File: config.mk
export PLATFORM = sky130hd
export DESIGN_NAME = ladybird_mem_arbiter
export DESIGN_NICKNAME = d
export VERILOG_FILES = /design/src/rtl/ladybird_mem_arbiter.sv
export SDC_FILE = /design/constraint.sdc
export NUM_CORES = 1
export LEC_CHECK = 0
export CAP_MARGIN = 20
export CORE_AREA = 4 4 104 106
export DETAILED_ROUTE_END_ITERATION = 12
export DIE_AREA = 0 0 108 110
export PLACE_DENSITY = 0.71
export SYNTH_ARGS = -nofsm -noshare
export SYNTH_HDL_FRONTEND = slang
export SYNTH_SLANG_ARGS = --single-unit
File: constraint.sdc
create_clock -name clk -period 2.7 [get_ports clk]
set_input_delay 0.54 -clock clk [delete_from_list [all_inputs] [get_ports clk]]
set_output_delay 0.54 -clock clk [all_outputs]
set_load 0.03 [all_outputs]
File: src/rtl/ladybird_mem_arbiter.sv
`default_nettype none
// ============================================================================
// Module   : ladybird_mem_arbiter
// Brief    : Shares one memory request channel between instruction fetch and
//            load/store, one transaction outstanding, data-first with a
//            starvation limit that guarantees fetch progress.
// Revision : 1.0 - initial release
// ============================================================================
module ladybird_mem_arbiter #(
    parameter int XLEN         = 32,
    parameter int STARVE_LIMIT = 4
) (
    input  logic            clk,
    input  logic            nrst,
    // instruction fetch requester
    input  logic            i_req_valid,
    output logic            i_req_ready,
    input  logic [XLEN-1:0] i_req_addr,
    output logic            i_rsp_valid,
    output logic [XLEN-1:0] i_rsp_data,
    // load/store requester
    input  logic            d_req_valid,
    output logic            d_req_ready,
    input  logic [XLEN-1:0] d_req_addr,
    input  logic [XLEN-1:0] d_req_data,
    input  logic            d_req_we,
    input  logic [2:0]      d_req_funct,
    output logic            d_rsp_valid,
    output logic [XLEN-1:0] d_rsp_data,
    // memory channel
    output logic            m_req_valid,
    input  logic            m_req_ready,
    output logic [XLEN-1:0] m_req_addr,
    output logic [XLEN-1:0] m_req_data,
    output logic            m_req_we,
    output logic [2:0]      m_req_funct,
    input  logic            m_rsp_valid,
    input  logic [XLEN-1:0] m_rsp_data,
    // status
    output logic            busy,
    output logic            err_stray
);

    localparam logic [3:0] c_starve_limit = 4'(STARVE_LIMIT);
    localparam logic [2:0] c_funct_word   = 3'b010;

    typedef enum logic [1:0] {
        ST_IDLE   = 2'd0,
        ST_WAIT_I = 2'd1,
        ST_WAIT_D = 2'd2
    } state_t;

    state_t     r_state;
    state_t     w_state_nxt;
    logic [3:0] r_starve_cnt;
    logic [3:0] w_starve_nxt;
    logic       r_lock_valid;
    logic       r_lock_d;
    logic       r_err_stray;

    logic       w_idle;
    logic       w_sel_d;
    logic       w_win_valid;
    logic       w_hs;

    always_ff @(posedge clk) begin
        if (!nrst) begin
            r_state      <= ST_IDLE;
            r_starve_cnt <= 4'd0;
            r_lock_valid <= 1'b0;
            r_lock_d     <= 1'b0;
            r_err_stray  <= 1'b0;
        end else begin
            r_state      <= w_state_nxt;
            r_starve_cnt <= w_starve_nxt;
            // A stalled offer is pinned to its requester until it is accepted
            if (w_hs) begin
                r_lock_valid <= 1'b0;
            end else if (m_req_valid) begin
                r_lock_valid <= 1'b1;
                r_lock_d     <= w_sel_d;
            end
            if (w_idle && m_rsp_valid) begin
                r_err_stray <= 1'b1;
            end
        end
    end

    always_comb begin
        w_state_nxt  = r_state;
        w_starve_nxt = r_starve_cnt;
        w_idle       = (r_state == ST_IDLE);

        if (r_lock_valid) begin
            w_sel_d = r_lock_d;
        end else if (d_req_valid && i_req_valid) begin
            w_sel_d = (r_starve_cnt != c_starve_limit);
        end else begin
            w_sel_d = d_req_valid;
        end

        w_win_valid = w_sel_d ? d_req_valid : i_req_valid;
        m_req_valid = w_idle && w_win_valid;
        w_hs        = m_req_valid && m_req_ready;
        i_req_ready = w_idle && !w_sel_d && m_req_ready;
        d_req_ready = w_idle && w_sel_d && m_req_ready;

        m_req_addr  = w_sel_d ? d_req_addr  : i_req_addr;
        m_req_data  = w_sel_d ? d_req_data  : '0;
        m_req_we    = w_sel_d ? d_req_we    : 1'b0;
        m_req_funct = w_sel_d ? d_req_funct : c_funct_word;

        i_rsp_valid = (r_state == ST_WAIT_I) && m_rsp_valid;
        d_rsp_valid = (r_state == ST_WAIT_D) && m_rsp_valid;
        i_rsp_data  = m_rsp_data;
        d_rsp_data  = m_rsp_data;

        busy        = !w_idle;
        err_stray   = r_err_stray;

        case (r_state)
            ST_IDLE: begin
                if (w_hs) begin
                    w_state_nxt = w_sel_d ? ST_WAIT_D : ST_WAIT_I;
                end
            end
            ST_WAIT_I, ST_WAIT_D: begin
                if (m_rsp_valid) begin
                    w_state_nxt = ST_IDLE;
                end
            end
            default: w_state_nxt = ST_IDLE;
        endcase

        // Count data grants that bypassed a waiting fetch
        if (w_hs) begin
            if (w_sel_d && i_req_valid) begin
                w_starve_nxt = (r_starve_cnt >= c_starve_limit) ? c_starve_limit
                                                                : r_starve_cnt + 4'd1;
            end else begin
                w_starve_nxt = 4'd0;
            end
        end
    end

endmodule
`default_nettype wire

==> results of run 1 <==
-- sequential cells by signal, indices dropped and copies added (netlist names) --
register and flops:
r_starve_cnt 4, r_state 2, err_stray 1, r_lock_valid 1, r_lock_d 1
-- through the flow --
step,util,setup slack [ns]
5_1_grt,0.3468,0.02885
2_1_floorplan,-,0.6048
4_1_cts,0.3468,0.04247
3_5_place_dp,0.3422,0.04594
3_3_place_gp,0.3422,0.05885
6_report,0.3468,0.07468
-- routing by layer --
| layer | vias to the layer above | GRT usage | wire, µm |
|---|---|---|---|
| li1 | 858 | - | - |
| met4 | 0 | 0.02525 | 65 |
| met2 | 113 | 0.1932 | 3784 |
| met5 | - | 0 | 0 |
| met3 | 8 | 0.03844 | 947 |
| met1 | 817 | 0.1223 | 2684 |
-- layout by cell type (no fill, tap or decap), types with 2 or more instances in the layout --
| master | n |
|---|---|
| clkdlybuf4s50_1 | 109 |
| buf_4 | 54 |
| and2_1 | 40 |
| mux2_4 | 29 |
| buf_12 | 21 |
| dfxtp_1 | 9 |
| nand2_1 | 8 |
| inv_1 | 7 |
| ha_1 | 5 |
| o21ai_0 | 4 |
| a21oi_1 | 4 |
| nor2_1 | 4 |
| nand2b_1 | 3 |
| mux2_2 | 3 |
| nand3_1 | 3 |
| clkbuf_8 | 3 |
| mux2i_1 | 2 |
| nor3_1 | 2 |
-- final timing paths --
kind,slack (ns),startpoint,endpoint
setup reg to reg,1.15,r_state[0]$_SDFFE_PN0P_,r_starve_cnt[0]$_SDFFE_PN0P_
hold / removal,0.48,r_starve_cnt[1]$_SDFFE_PN0P_,r_starve_cnt[1]$_SDFFE_PN0P_
hold reg to reg,0.48,r_starve_cnt[1]$_SDFFE_PN0P_,r_starve_cnt[1]$_SDFFE_PN0P_
setup / recovery,0.07,i_req_valid,m_req_addr[4]
-- cell type report --
class / instances / area share
Clock buffer: 4 / 0.01329
Inverter: 7 / 0.007752
Multi-Input combinational cell: 122 / 0.3112
Sequential cell: 9 / 0.05316
Tap cell: 133 / 0.04910
Timing Repair Buffer: 184 / 0.5655
-- power by group through the flow --
stage               registers, µW  logic [µW]  clock network (µW)
floorplan                     149         618                   0
global placement              151         880                   0
detailed placement            151         885                   0
CTS                           149         891                 166
global route                  149         923                 177
finish                        149         881                 159
-- cell families (layout without fill, tap and decap cells) --
group | after synthesis | count (layout) | synth area share
buffers and inverters | 81 | 195 | 0.3199
AND/OR/NAND/NOR | 67 | 67 | 0.2165
flip-flops | 9 | 9 | 0.09993
multiplexers | 34 | 34 | 0.2713
adder cells (fa/ha/maj) | 5 | 5 | 0.03470
AO/OA/AOI/OAI | 16 | 16 | 0.05760
-- worst max-delay path: stages --
cell and delay (ns):
clkdlybuf4s50_1 0.48, nand4b_1 0.12, a31o_4 0.26, buf_12 0.17, mux2_4 0.32, buf_4 0.17
==> results.cfg, run 1 <==
[worst_setup_path]
end_kind = primary output
r2r_cells = 6
worstPathRequired_ns = 2.16
critical_path_arrival_ns = 2.09
crit_type = in2out
startpoint_type = primary input
critPathMaxFanout = 45

[route]
via_per_inst = 3.913
remaining_drc_errors = 0
route.antenna.remaining_nets = 0
first_pass_iters = 4
routed_wl_mm = 7.482
drt_iter0_markers = 58
num_vias = 1796
wl_per_cell_um = 16.30

[clock_tree]
cts_tree = done
cts_resized = 0
clock_sinks = 9
post_cts_buffers = 0
cts_hold_buffers = 0
ctsLongestPathBuffers = 2
htreeDepth = 1
cts-root-buf = clkbuf_8
clk_pin_slew_worst_paths_ns = 0.04
numCtsBuffers = 3
clk_latency_ns = 0.23

[synth]
syn-instance-count = 212
synthArstFlopShare = 0
synth_edf_count = 0
synth_ff_type = dfxtp_1
yosysTopAreaCell = buf_4
synth.distinct_cells = 33
yosysSeqAreaShare = 0.09993
postSynthNetCount = 355
ys_top_cells_by_count = 64 x buf_4, 40 x and2_1, 29 x mux2_4
netlist.area_leader.share = 0.2665
yosys_warnings = 0
ys_ff_latch = 9
avgSynthCellArea_um2 = 8.505
synth_area_leaders = buf_4 27%, mux2_4 24%, and2_1 14%, dfxtp_1 10%, ha_1 3.5%
synth_area_um2 = 1803
synth.most_common_cell = buf_4

[sta]
setup_viol = 0
fin_skew_ns = 0.003072
maxSlewViolCount = 0
timing.final.crit_share = 0.9723
post-route-min-period_ns = 2.625
timing_hold_violations_final = 0
slew_headroom = 0.7413
rsz0062_at_grt = false
setup_tns_ns = 0
fmax_mhz = 380.9
worst_pin_slew_ns = 0.3869
hold_ws_ns = 0.4791

[final_layout]
final_nets = 470
stdcell_count = 459
nFillCells = 997
fin_area_um2 = 3390
multi_input_area_um2 = 1055
antennaDiodeCount = 0
register_area_um2 = 180.2
layout-drive-gt1-share = 0.3436
syn_to_final_growth_pct = 87.99

[power_and_ir_drop]
powerDensity_nw_per_um2 = 350.7
total_power_uw = 1189
power_frac_clock = 0.133
p_int_uw = 717.4
power_frac_seq = 0.125
p_comb_frac = 0.741
net-switching-power_uw = 471.2
ir_drop_mv = 0.2461
p_leak_uw = 0.001473
p_sw_frac = 0.3964

[die]
die_h_um = 110
row_count = 36
core_um2 = 9774
die-area_um2 = 11880
initial_core_util = 0.1845
die_width_um = 108
pin_count = 277

[global_route]
track_usage = 0.1076
antenna_found_initial = 0
grt_max_degree = 46
grt_pass1_vias = 1820
overflow = 0
grt_pass1_wl_mm = 10.04

[place]
port_buffers = 180
dp_cells = 455
dp_hpwl_mm = 6.272
placed_area_um2 = 3344
gp_congestion = 0.6886

[outcome]
status = finished, final reports clean

[flow_run]
drv_cap = 0

[worst_hold_path]
hold_path.class = reg2reg
holdPathStages = 2
No activity file was read; power rests on OpenSTA's default activity.
==> inputs of run 2 (changes only) <==
Settings changed: SETUP_SLACK_MARGIN from default to 0.2.
==> results.cfg, run 2 (synthesis gave the netlist of run 1 again) <==
[outcome]
status = finished, final reports clean

[sta]
hold_ws_ns = 0.4779
fmax_mhz = 401.2
timing_hold_violations_final = 0
setup_tns_ns = 0
post-route-min-period_ns = 2.492
slew_headroom = 0.7347
worst_pin_slew_ns = 0.3967
rsz0062_at_grt = true
maxSlewViolCount = 0
setup_viol = 0
fin_skew_ns = 0.001850
timing.final.crit_share = 0.9231

[global_route]
track_usage = 0.1163
overflow = 0
grt_max_degree = 23
grt_pass1_vias = 1892
antenna_found_initial = 0
grt_pass1_wl_mm = 10.70

[worst_hold_path]
hold_path.class = reg2reg
worstHoldStart = r_starve_cnt[1]$_SDFFE_PN0P_

[final_layout]
layout-drive-gt1-share = 0.3780
final_common_cell = clkdlybuf4s50_1
syn_to_final_growth_pct = 99.93
final_cell_mix = 107 x clkdlybuf4s50_1, 51 x buf_4, 40 x and2_1
antennaDiodeCount = 0
top_register = r_starve_cnt
largest_reg_flops = 4
top_regs = r_starve_cnt x4, r_state x2
final_nets = 480
stdcell_count = 469

[worst_setup_path]
rrSetupSlack_ns = 0.89
crit_type = in2out
crit_path_start = i_req_valid
critPathMaxFanout = 7
cp-endpoint = m_req_addr[28]
end_kind = primary output
rr_endpoint = r_lock_d$_SDFFE_PN0P_
r2r_cells = 10
worstPathRequired_ns = 2.16
critical_path_arrival_ns = 1.95
startpoint_type = primary input
r2r-start = r_starve_cnt[1]$_SDFFE_PN0P_

[die]
die-area_um2 = 11880
die_width_um = 108
row_count = 36
initial_core_util = 0.1845
pin_count = 277
die_h_um = 110
core_um2 = 9774

[route]
routed_wl_mm = 8.056
via_per_inst = 3.953
num_vias = 1854
first_pass_iters = 4
drt_iter0_markers = 43
route.antenna.remaining_nets = 0
wl_per_cell_um = 17.18
remaining_drc_errors = 0

[clock_tree]
clk_latency_ns = 0.23
cts_hold_buffers = 0
clock_sinks = 9
cts_tree = done
clk_pin_slew_worst_paths_ns = 0.05
ctsLongestPathBuffers = 2
cts-root-buf = clkbuf_8
numCtsBuffers = 3
htreeDepth = 1

[flow_run]
drv_cap = 0

[place]
dp_cells = 455
gp_congestion = 0.6886
port_buffers = 180
dp_hpwl_mm = 6.272

[power_and_ir_drop]
ir_drop_mv = 0.2335
p_leak_uw = 0.001577
powerDensity_nw_per_um2 = 352.8
==> run 2: cell count changes in the layout (fill, tap and decap cells not counted), sizes merged <==
cell / delta
buf: +9
bufbuf: +1
dlygate4sd2: +2
clkdlybuf4s50: -2
==> run 2: layer usage <==
layer	track usage	wire (µm)	share of wire
met1	0.1346	3021	0.38
met2	0.2096	4067	0.50
met3	0.03786	902	0.11
met4	0.02525	64	0.0079
met5	0	0	0
==> run 2: final cells by class <==
| cell class | count | area [µm²] |
|---|---|---|
| multi-input combinational | 122 | 1067 |
| sequential | 9 | 182.7 |
| inverter | 7 | 26.28 |
| tap | 133 | 166.4 |
| clock buffer | 4 | 45.04 |
| timing repair buffer | 194 | 2117 |
| fill | 987 | 6170 |
==> run 2: worst max-delay path, cell delays in order <==
cell and delay, ns:
dlygate4sd2_1 0.21, nand4b_1 0.12, a31o_4 0.32, buf_12 0.15, buf_16 0.14, mux2_4 0.31, buf_12 0.14
==> run 2: what timing repair did <==
action                                  in CTS  in global routing
endpoints found under the setup margin      64                 13
gates resized for setup                     12                  7
pin swaps                                    1                  2
buffers inserted                             3                  3
cloned                                       4                  0
==> run 2: power breakdown <==
group	internal [µW]	leakage (µW)	switching [µW]
logic	535	0.00148	429
registers	141	0.0000744	8.26
clock network	103	0.0000228	55.9
total	778	0.00158	493
==> run 2: how the worst min path moves through the flow <==
| stage | to | depth (start not counted) |
|---|---|---|
| 2_1_floorplan | r_starve_cnt[3]$_SDFFE_PN0P_ | 2 |
| 3_3_place_gp | r_starve_cnt[1]$_SDFFE_PN0P_ | 2 |
| 3_5_place_dp | r_starve_cnt[3]$_SDFFE_PN0P_ | 2 |
| 4_1_cts | r_starve_cnt[3]$_SDFFE_PN0P_ | 2 |
| 5_1_grt | r_starve_cnt[3]$_SDFFE_PN0P_ | 2 |
| 6_report | r_starve_cnt[1]$_SDFFE_PN0P_ | 2 |
==> run 2: stage by stage <==
stage | setup WS [ns] | total power, µW | instance area (µm²) | utilization
2_1_floorplan | 0.6048 | 767.3 | 1803 | -
3_3_place_gp | 0.05885 | 1031 | 3344 | 0.3422
3_5_place_dp | 0.04594 | 1036 | 3344 | 0.3422
4_1_cts | 0.2014 | 1275 | 3562 | 0.3644
5_1_grt | 0.1481 | 1334 | 3605 | 0.3688
6_report | 0.2076 | 1272 | 3605 | 0.3688
